## src/rtl/gb_cpu_common_pkg.sv

```systemverilog
// Shared types for the CPU front end.
// Fetch FSM state encoding and the prefetch byte bundle.
package gb_cpu_common_pkg;

   typedef enum logic [1:0] {
      FETCH_IDLE    = 2'd0,
      FETCH_WAIT    = 2'd1,
      FETCH_DISCARD = 2'd2
   } fetch_state_t;

   typedef struct packed {
      logic [7:0]  data;
      logic [15:0] pc;
   } fetch_byte_t;

endpackage

```

## src/rtl/gb_cpu_fetch_fifo.sv

```systemverilog
// Prefetch FIFO of instruction bytes with their addresses.
// Ports: push/push_byte in, pop in, flush in, head/count out.
module gb_cpu_fetch_fifo
   import gb_cpu_common_pkg::*;
#(
   parameter int DEPTH = 2,
   localparam int AW = $clog2(DEPTH),
   localparam int CW = AW + 1
) (
   input  logic          clk,
   input  logic          rst_n,
   input  logic          flush,
   input  logic          push,
   input  fetch_byte_t   push_byte,
   input  logic          pop,
   output fetch_byte_t   head,
   output logic [CW-1:0] count
);

   fetch_byte_t   mem_q [DEPTH];
   logic [AW-1:0] wr_ptr;
   logic [AW-1:0] rd_ptr;
   logic [CW-1:0] count_q;
   logic          do_push;
   logic          do_pop;

   function automatic logic [AW-1:0] next_ptr(
      input logic [AW-1:0] p
   );
      return (p == AW'(DEPTH - 1)) ? '0 : p + 1'b1;
   endfunction

   assign do_push = push && (count_q != CW'(DEPTH));
   assign do_pop  = pop && (count_q != '0);

   always_ff @(posedge clk or negedge rst_n) begin
      if (!rst_n) begin
         wr_ptr  <= '0;
         rd_ptr  <= '0;
         count_q <= '0;
         for (int i = 0; i < DEPTH; i++) begin
            mem_q[i] <= '0;
         end
      end else if (flush) begin
         wr_ptr  <= '0;
         rd_ptr  <= '0;
         count_q <= '0;
      end else begin
         if (do_push) begin
            mem_q[wr_ptr] <= push_byte;
            wr_ptr        <= next_ptr(wr_ptr);
         end
         if (do_pop) begin
            rd_ptr <= next_ptr(rd_ptr);
         end
         if (do_push && !do_pop) begin
            count_q <= count_q + 1'b1;
         end else if (do_pop && !do_push) begin
            count_q <= count_q - 1'b1;
         end
      end
   end

   assign head  = mem_q[rd_ptr];
   assign count = count_q;

endmodule

```

## src/rtl/gb_cpu_fetch_unit.sv

```systemverilog
// Instruction byte fetch: memory read FSM, fetch PC, prefetch FIFO.
// Ports: redirect in, mem read port, byte valid/ready stream out.
module gb_cpu_fetch_unit
   import gb_cpu_common_pkg::*;
#(
   parameter int          DEPTH    = 2,
   parameter logic [15:0] RESET_PC = 16'h0000
) (
   input  logic        clk,
   input  logic        rst_n,
   input  logic        fetch_en,
   input  logic        redirect_valid,
   input  logic [15:0] redirect_addr,
   output logic        mem_rd_req,
   output logic [15:0] mem_addr,
   input  logic        mem_rd_ack,
   input  logic [7:0]  mem_rdata,
   output logic        byte_valid,
   output logic [7:0]  byte_data,
   output logic [15:0] byte_pc,
   input  logic        byte_ready
);

   localparam int CW = $clog2(DEPTH) + 1;

   fetch_state_t  state_q;
   fetch_state_t  state_d;
   logic [15:0]   fetch_pc_q;
   logic [CW-1:0] fifo_count;
   logic [CW:0]   inflight;
   logic          outstanding;
   logic          credit;
   logic          issue;
   logic          push;
   logic          pop;
   fetch_byte_t   push_byte;
   fetch_byte_t   head;

   // Buffered bytes plus the one in flight must fit, so an ack
   // can always be pushed.
   assign outstanding = (state_q != FETCH_IDLE);
   assign inflight    = {1'b0, fifo_count}
                      + {{CW{1'b0}}, outstanding};
   assign credit      = inflight < (CW + 1)'(DEPTH);

   always_ff @(posedge clk or negedge rst_n) begin
      if (!rst_n) begin
         state_q <= FETCH_IDLE;
      end else begin
         state_q <= state_d;
      end
   end

   always_comb begin
      state_d = state_q;
      unique case (state_q)
         FETCH_IDLE: begin
            if (issue) state_d = FETCH_WAIT;
         end
         FETCH_WAIT: begin
            if (mem_rd_ack) begin
               state_d = FETCH_IDLE;
            end else if (redirect_valid) begin
               state_d = FETCH_DISCARD;
            end
         end
         FETCH_DISCARD: begin
            if (mem_rd_ack) state_d = FETCH_IDLE;
         end
         default: state_d = FETCH_IDLE;
      endcase
   end

   // Nothing is issued on a redirect edge; the new PC is
   // only visible from the next cycle.
   always_comb begin
      issue = 1'b0;
      push  = 1'b0;
      unique case (1'b1)
         state_q == FETCH_IDLE:
            issue = fetch_en && credit && !redirect_valid;
         state_q == FETCH_WAIT:
            push = mem_rd_ack && !redirect_valid;
         default: ;
      endcase
   end

   assign pop = byte_valid && byte_ready && !redirect_valid;

   always_ff @(posedge clk or negedge rst_n) begin
      if (!rst_n) begin
         fetch_pc_q <= RESET_PC;
         mem_rd_req <= 1'b0;
         mem_addr   <= RESET_PC;
      end else begin
         mem_rd_req <= (state_d != FETCH_IDLE);
         if (issue) mem_addr <= fetch_pc_q;
         if (redirect_valid) begin
            fetch_pc_q <= redirect_addr;
         end else if (push) begin
            fetch_pc_q <= fetch_pc_q + 16'd1;
         end
      end
   end

   assign push_byte = '{data: mem_rdata, pc: mem_addr};

   gb_cpu_fetch_fifo #(
      .DEPTH (DEPTH)
   ) u_fifo (
      .clk       (clk),
      .rst_n     (rst_n),
      .flush     (redirect_valid),
      .push      (push),
      .push_byte (push_byte),
      .pop       (pop),
      .head      (head),
      .count     (fifo_count)
   );

   assign byte_valid = (fifo_count != '0);
   assign byte_data  = head.data;
   assign byte_pc    = head.pc;

endmodule

```

## config.mk

```make
export PLATFORM = sky130hd
export DESIGN_NAME = gb_cpu_fetch_unit
export DESIGN_NICKNAME = d
export VERILOG_FILES = /design/src/rtl/gb_cpu_common_pkg.sv /design/src/rtl/gb_cpu_fetch_fifo.sv /design/src/rtl/gb_cpu_fetch_unit.sv
export SDC_FILE = /design/constraint.sdc
export NUM_CORES = 1
export LEC_CHECK = 0
export CORE_MARGIN = 4
export CORE_UTILIZATION = 63
export CTS_BUF_LIST = sky130_fd_sc_hd__clkbuf_16
export DETAILED_ROUTE_END_ITERATION = 10
export DONT_BUFFER_PORTS = 1
export GPL_ROUTABILITY_DRIVEN = 0
export PLACE_DENSITY = 0.82
export SYNTH_ARGS = -nofsm -noshare
export SYNTH_HDL_FRONTEND = slang
export SYNTH_HIERARCHICAL = 1
export SYNTH_SLANG_ARGS = --single-unit
```

## constraint.sdc

```tcl
create_clock -name clk -period 4.6 [get_ports clk]
set_clock_uncertainty 0.2 [all_clocks]
set_input_delay 0.46 -clock clk [delete_from_list [all_inputs] [get_ports clk]]
set_output_delay 0.46 -clock clk [all_outputs]
set_load 0.1 [all_outputs]
```

==> results of run 1 <==
==> report_power, final <==
group          switching (mW)  internal, mW
combinational           0.769         0.183
clock                   0.294         0.421
sequential              0.425         0.909
total                    1.49          1.51
==> cell usage in the layout (no fill, tap or decap), drive strengths merged, types with 2 or more instances in the layout <==
cell type and instances:
buf 2, nor2 8, nor4 4, nand2 13, nand3b 2, dlygate4sd3 3, or3 3, mux2i 4
clkbuf 9, nor2b 2, dfrtp 87, xor2 6, clkinv 5, o21ai 12, nor3 2, nand2b 3
a31oi 3, nand4 7, a31o 2, a21oi 5, or2 3, inv 8, nand3 3, and3 4
o31a 3, mux2 88
==> layout make-up <==
type,count,area [um^2],area share
flip-flops and latches,87,2180,0.501
clock inverters,7,72.6,0.0167
inverters,8,30.0,0.00691
well taps,75,93.8,0.0216
multi-input cells,191,1680,0.387
clock buffers,9,225,0.0518
repair buffers,5,65.1,0.0150
==> state kept, by name, summed over array words and instances (netlist names) <==
register       count
fetch_pc_q        16
u_fifo/mem_q      48
u_fifo/count       2
u_fifo/wr_ptr      1
mem_addr          16
state_q            2
u_fifo/rd_ptr      1
mem_rd_req         1
==> metal layers <==
layer | track usage | vias to the layer above | routed length (um)
met3 | 0.0350 | 10 | 393
met2 | 0.329 | 69 | 3550
met1 | 0.298 | 1188 | 3470
li1 | - | 1096 | -
met4 | 0.0921 | 0 | 136
met5 | 0 | - | 0
==> cell families (layout without fill, tap and decap cells) <==
kind of cell | Yosys count | after routing | share of synthesized area
flops | 87 | 87 | 0.550
compound gates | 32 | 32 | 0.0521
simple gates | 59 | 59 | 0.0941
fa+ha+maj | 1 | 1 | 0.00316
xor+xnor | 7 | 7 | 0.0155
buf+inv | 21 | 29 | 0.0253
mux | 92 | 92 | 0.260
==> worst paths after layout <==
path                                   from                to  slack, ps  depth (start not counted)
setup reg to reg                 state_q[1]  u_fifo/mem_q[16]       2090                          4
hold / removal               redirect_valid     fetch_pc_q[6]         40                          1
max in group asynchronous             rst_n    fetch_pc_q[14]       3370                          2
hold reg to reg            u_fifo/mem_q[34]  u_fifo/mem_q[34]        280                          1
min in group asynchronous             rst_n  u_fifo/mem_q[33]        510                          2
setup / recovery              u_fifo/rd_ptr        byte_pc[0]       1860                          1
==> stage by stage <==
| stage | cell area [um^2] | util | total power, mW | hold WS (ps) | worst slack [ps] |
|---|---|---|---|---|---|
| after floorplan | 3960 | - | 2.20 | -35.6 | 2450 |
| after global placement | 3990 | 0.663 | 2.26 | -32.4 | 2160 |
| after detailed placement | 3990 | 0.663 | 2.29 | -32.9 | 2100 |
| after CTS | 4350 | 0.722 | 3.02 | 29.9 | 1830 |
| after global routing | 4350 | 0.722 | 3.10 | 36.9 | 1760 |
| final | 4350 | 0.722 | 3.00 | 38.8 | 1860 |
==> flow_metrics.tcl, run 1 <==
set metrics [dict create \
    outcome "completed" \
    clk_pin_slew_worst_paths_ps 60 \
    grt_max_degree 88 \
    slew_viol_final 0 \
    path_cells "mux2_2" \
    fin_crit_sh 0.595 \
    clkSinkCount 87 \
    syn_inst 299 \
    postRouteAntennaNets 0 \
    syn-num-nets 330 \
    grt_first_pass_wirelength_um 12200 \
    drive_gt1_frac 0.316 \
    period_needed_ps 2740 \
    synth-main-ff-cell "dfrtp_1" \
    hold_path_class "in2reg" \
    cp-end-kind "output pin" \
    core_area_um2 6030 \
    synth_cell_types 45 \
    ys_ff_latch 87 \
    die-height_um 87.3 \
    dieArea_um2 7620 \
    power_leakage_nw 1.93 \
    required_ps 3940 \
    ys_warn_count 6 \
    power_per_cell_area_nw_per_um2 690 \
    setup_violations 0 \
    synth_top_cell_by_area "dfrtp_1" \
    syn_avg_cell_area_um2 13.2 \
    drc 0 \
    viasPerCell 6.19 \
    cts_max_level 3 \
    cts-root-buf "clkbuf_16" \
    synth_top_area_frac 0.550 \
    fillers 399 \
    first_pass_iters 4 \
    hold_viol 0 \
    max_cap_viol_count 0 \
    antenna_found_initial 0 \
    relSlewSlack 0.287 \
    cpPeakStageDelay_ps 1040 \
    synth_commonest_cells "dfrtp_1, mux2_2, mux2_1, nand2_1, o21ai_0" \
    port_buffers 0 \
    worstSetupPathType "reg2out" \
    stdcell_count 382 \
    initialDrtViolationCount 116 \
    fmax_ghz 0.366 \
    vdd_drop_max_v 0.000473 \
    ctsResizeCount 0 \
    antenna_cells 0 \
    worst_slew_pin_slew_ps 1070 \
    route.detailed.wl_per_inst_um 19.8 \
    crit_fanout 25 \
    slowest_stage "dfrtp_1" \
    cts_hold_buffers 4 \
    rows 28 \
    worstSkewPairLatency_ps 330 \
    async_reset_ff_frac 1.00 \
    grt_pass1_vias 2387 \
    initial_core_util 0.657 \
    synth_edf_count 0 \
    finish.net_count 333 \
    fp.dieW_um 87.3 \
    critical_path_arrival_ps 2080 \
    rsz0062_at_grt "no" \
    ys_seq_area_frac 0.550 \
    gr-usage-all-layers 0.213 \
    dpl.cell_count 362 \
    tritoncts "built" \
    wl_um 7550 \
    cp_num_buf_inv 0 \
    vias 2363 \
    synth_area_um2 3960 \
    cts_buffers 9 \
    synth_most_common_cell "dfrtp_1" \
    tns_ps 0 \
    area_growth_pct 9.76 \
    crit_family "flip-flops" \
    post_cts.repair.setup_buffers 0 \
    startpoint_type "register" \
    place_hpwl_um 5010 \
    cts_max_path_buffers 2 \
    overflow 0 \
    io_pins 72 \
    synthTopCellsByArea "dfrtp_1, mux2_2, mux2_1" \
]
No activity file was read; power rests on OpenSTA's default activity.
==> run 2: changes to the inputs <==
Settings changed: CORE_UTILIZATION 63 to 57, PLACE_DENSITY 0.82 to 0.78.
Clock period 4.6 ns to 2.4 ns, I/O delays scaled along.
==> run 2 against run 1 <==
Net effect:
- the run now ends with hold timing left
- critical endpoint is now fetch_pc_q[5]
- critical path type is now reg2reg
- largest cell class unchanged
- routed wire length rose by 26%
- combinational power rose to 3.4 times the previous value
- hold slack got worse by 650 ps
- first-iteration DRC count rose by 48%
- non-clock buffer count rose by 85
==> flow_metrics.tcl, run 2 (synthesized netlist as in run 1, its figures left out) <==
set metrics [dict create \
    outcome "finished with violations" \
    violations "hold timing" \
    fin_crit_sh 0.985 \
    tritoncts "built" \
    clkSinkCount 87 \
    power_per_cell_area_nw_per_um2 1230 \
    worst_slew_pin_slew_ps 973 \
    core_area_um2 6760 \
    largest_registers "u_fifo/mem_q: 48 flops, fetch_pc_q: 16 flops, mem_addr: 16 flops" \
    final_common_cell "dfrtp_1" \
    initialDrtViolationCount 172 \
    route.detailed.wl_per_inst_um 20.2 \
    cts_buffers 9 \
    cts_max_path_buffers 2 \
    finish.net_count 418 \
    cts_max_level 3 \
    cts_hold_buffers 36 \
    max_cap_viol_count 0 \
    relSlewSlack 0.352 \
    layout_common_cells "dfrtp_1, mux2_2, dlygate4sd3_1" \
    worstSetupPathType "reg2reg" \
    slew_viol_final 0 \
    place_hpwl_um 5590 \
    hold_viol 87 \
    hold_path_class "in2async" \
    cp-end-kind "register" \
    antenna_cells 0 \
    final_util 0.799 \
    power_leakage_nw 2.44 \
    dieArea_um2 8350 \
    port_buffers 0 \
    placed_area_um2 4660 \
    crit_fanout 13 \
    required_ps 2470 \
    fin_area_um2 5400 \
    dr_wl_met2_um 4950 \
    reg2reg_depth 7 \
    worstSkewPairLatency_ps 340 \
    vias 2828 \
    path_cells "nand4bb_4 > inv_2 > buf_6 > and4_1 > nor3_1 > a211oi_1 > dlygate4sd3_1" \
    area_growth_pct 36.3 \
    vdd_drop_max_v 0.000933 \
    crit_family "buffers and inverters" \
    io_pins 72 \
    met1_length_um 3790 \
    gr-usage-all-layers 0.240 \
    slowest_stage "dlygate4sd3_1" \
    dr.max_layer_used "met4" \
    rows 30 \
    crit_cells 7 \
    postRouteAntennaNets 0 \
    cp_num_buf_inv 3 \
    cp-startpoint "state_q[1]" \
    fp.dieW_um 91.4 \
    cts-root-buf "clkbuf_16" \
    initial_core_util 0.586 \
    drive_gt1_frac 0.408 \
    grt_pass1_vias 3069 \
    wl_um 9520 \
    antenna_found_initial 0 \
    clk_pin_slew_worst_paths_ps 60 \
    dr_wl_met3_um 518 \
    setup_violations 0 \
    viasPerCell 5.99 \
    whs_ps -606 \
    grt_first_pass_wirelength_um 15500 \
    drc 0 \
    critical_path_arrival_ps 2430 \
    grt_max_degree 88 \
    cpPeakStageDelay_ps 580 \
    largest_reg_flops 48 \
    period_needed_ps 2360 \
    startpoint_type "register" \
    regMostFlops "u_fifo/mem_q" \
    timing.rr.start "state_q[1]" \
    first_pass_iters 4 \
    overflow 0 \
    die-height_um 91.4 \
    fmax_ghz 0.423 \
]
run 2: cell count changes in the layout (fill, tap and decap cells not counted), sizes merged:
| cell | before | now |
|---|---|---|
| clkinv | 5 | 4 |
| dlygate4sd3 | 3 | 36 |
| buf | 2 | 54 |
| clkinvlp | 1 | 2 |
run 2: power breakdown:
part	total, mW	internal (mW)	switching [mW]
sequential	2.05	1.76	0.298
combinational	3.26	1.11	2.15
clock	1.36	0.798	0.557
run 2: final timing paths:
path                                    end  slack (ps)
hold reg to reg            u_fifo/mem_q[34]         280
setup reg to reg              fetch_pc_q[5]          40
setup / recovery              fetch_pc_q[5]          40
min in group clk                 state_q[0]          40
max in group asynchronous     fetch_pc_q[4]        2490
hold / removal             u_fifo/mem_q[46]        -610
run 2: final cells by class:
type	count	area [um^2]
tap	80	100
multi-input combinational	191	1710
sequential	87	2190
clock buffer	9	225
timing repair buffer	90	1080
clock inverter	7	65.1
fill	352	1360
inverter	8	33.8
run 2: what timing repair did:
item	4_1_cts	5_1_grt
setup endpoints to repair	0	8
endpoints found under the hold margin	126	87
gates resized for setup	0	14
buffers inserted	0	7
run 2: per-layer routing:
| metal | vias to the layer above | global-route usage |
|---|---|---|
| li1 | 1265 | - |
| met1 | 1439 | 0.284 |
| met2 | 104 | 0.412 |
| met3 | 20 | 0.0638 |
| met4 | 0 | 0.101 |
| met5 | - | 0 |
run 2: worst reg2reg max path: stages (launching register included):
cell and delay [ps]:
dfrtp_1 410, nand4bb_4 280, inv_2 110, buf_6 160, and4_1 300, nor3_1 100
a211oi_1 170, dlygate4sd3_1 580
run 2: through the flow:
stage	cells	setup slack (ps)	total power, mW	setup TNS [ps]
2_1_floorplan	299	302	4.21	0
4_1_cts	465	67.6	6.66	0
5_1_grt	472	-60.4	6.88	-86.6
6_report	472	36.7	6.67	0
3_3_place_gp	413	262	5.17	0
3_5_place_dp	413	208	5.24	0
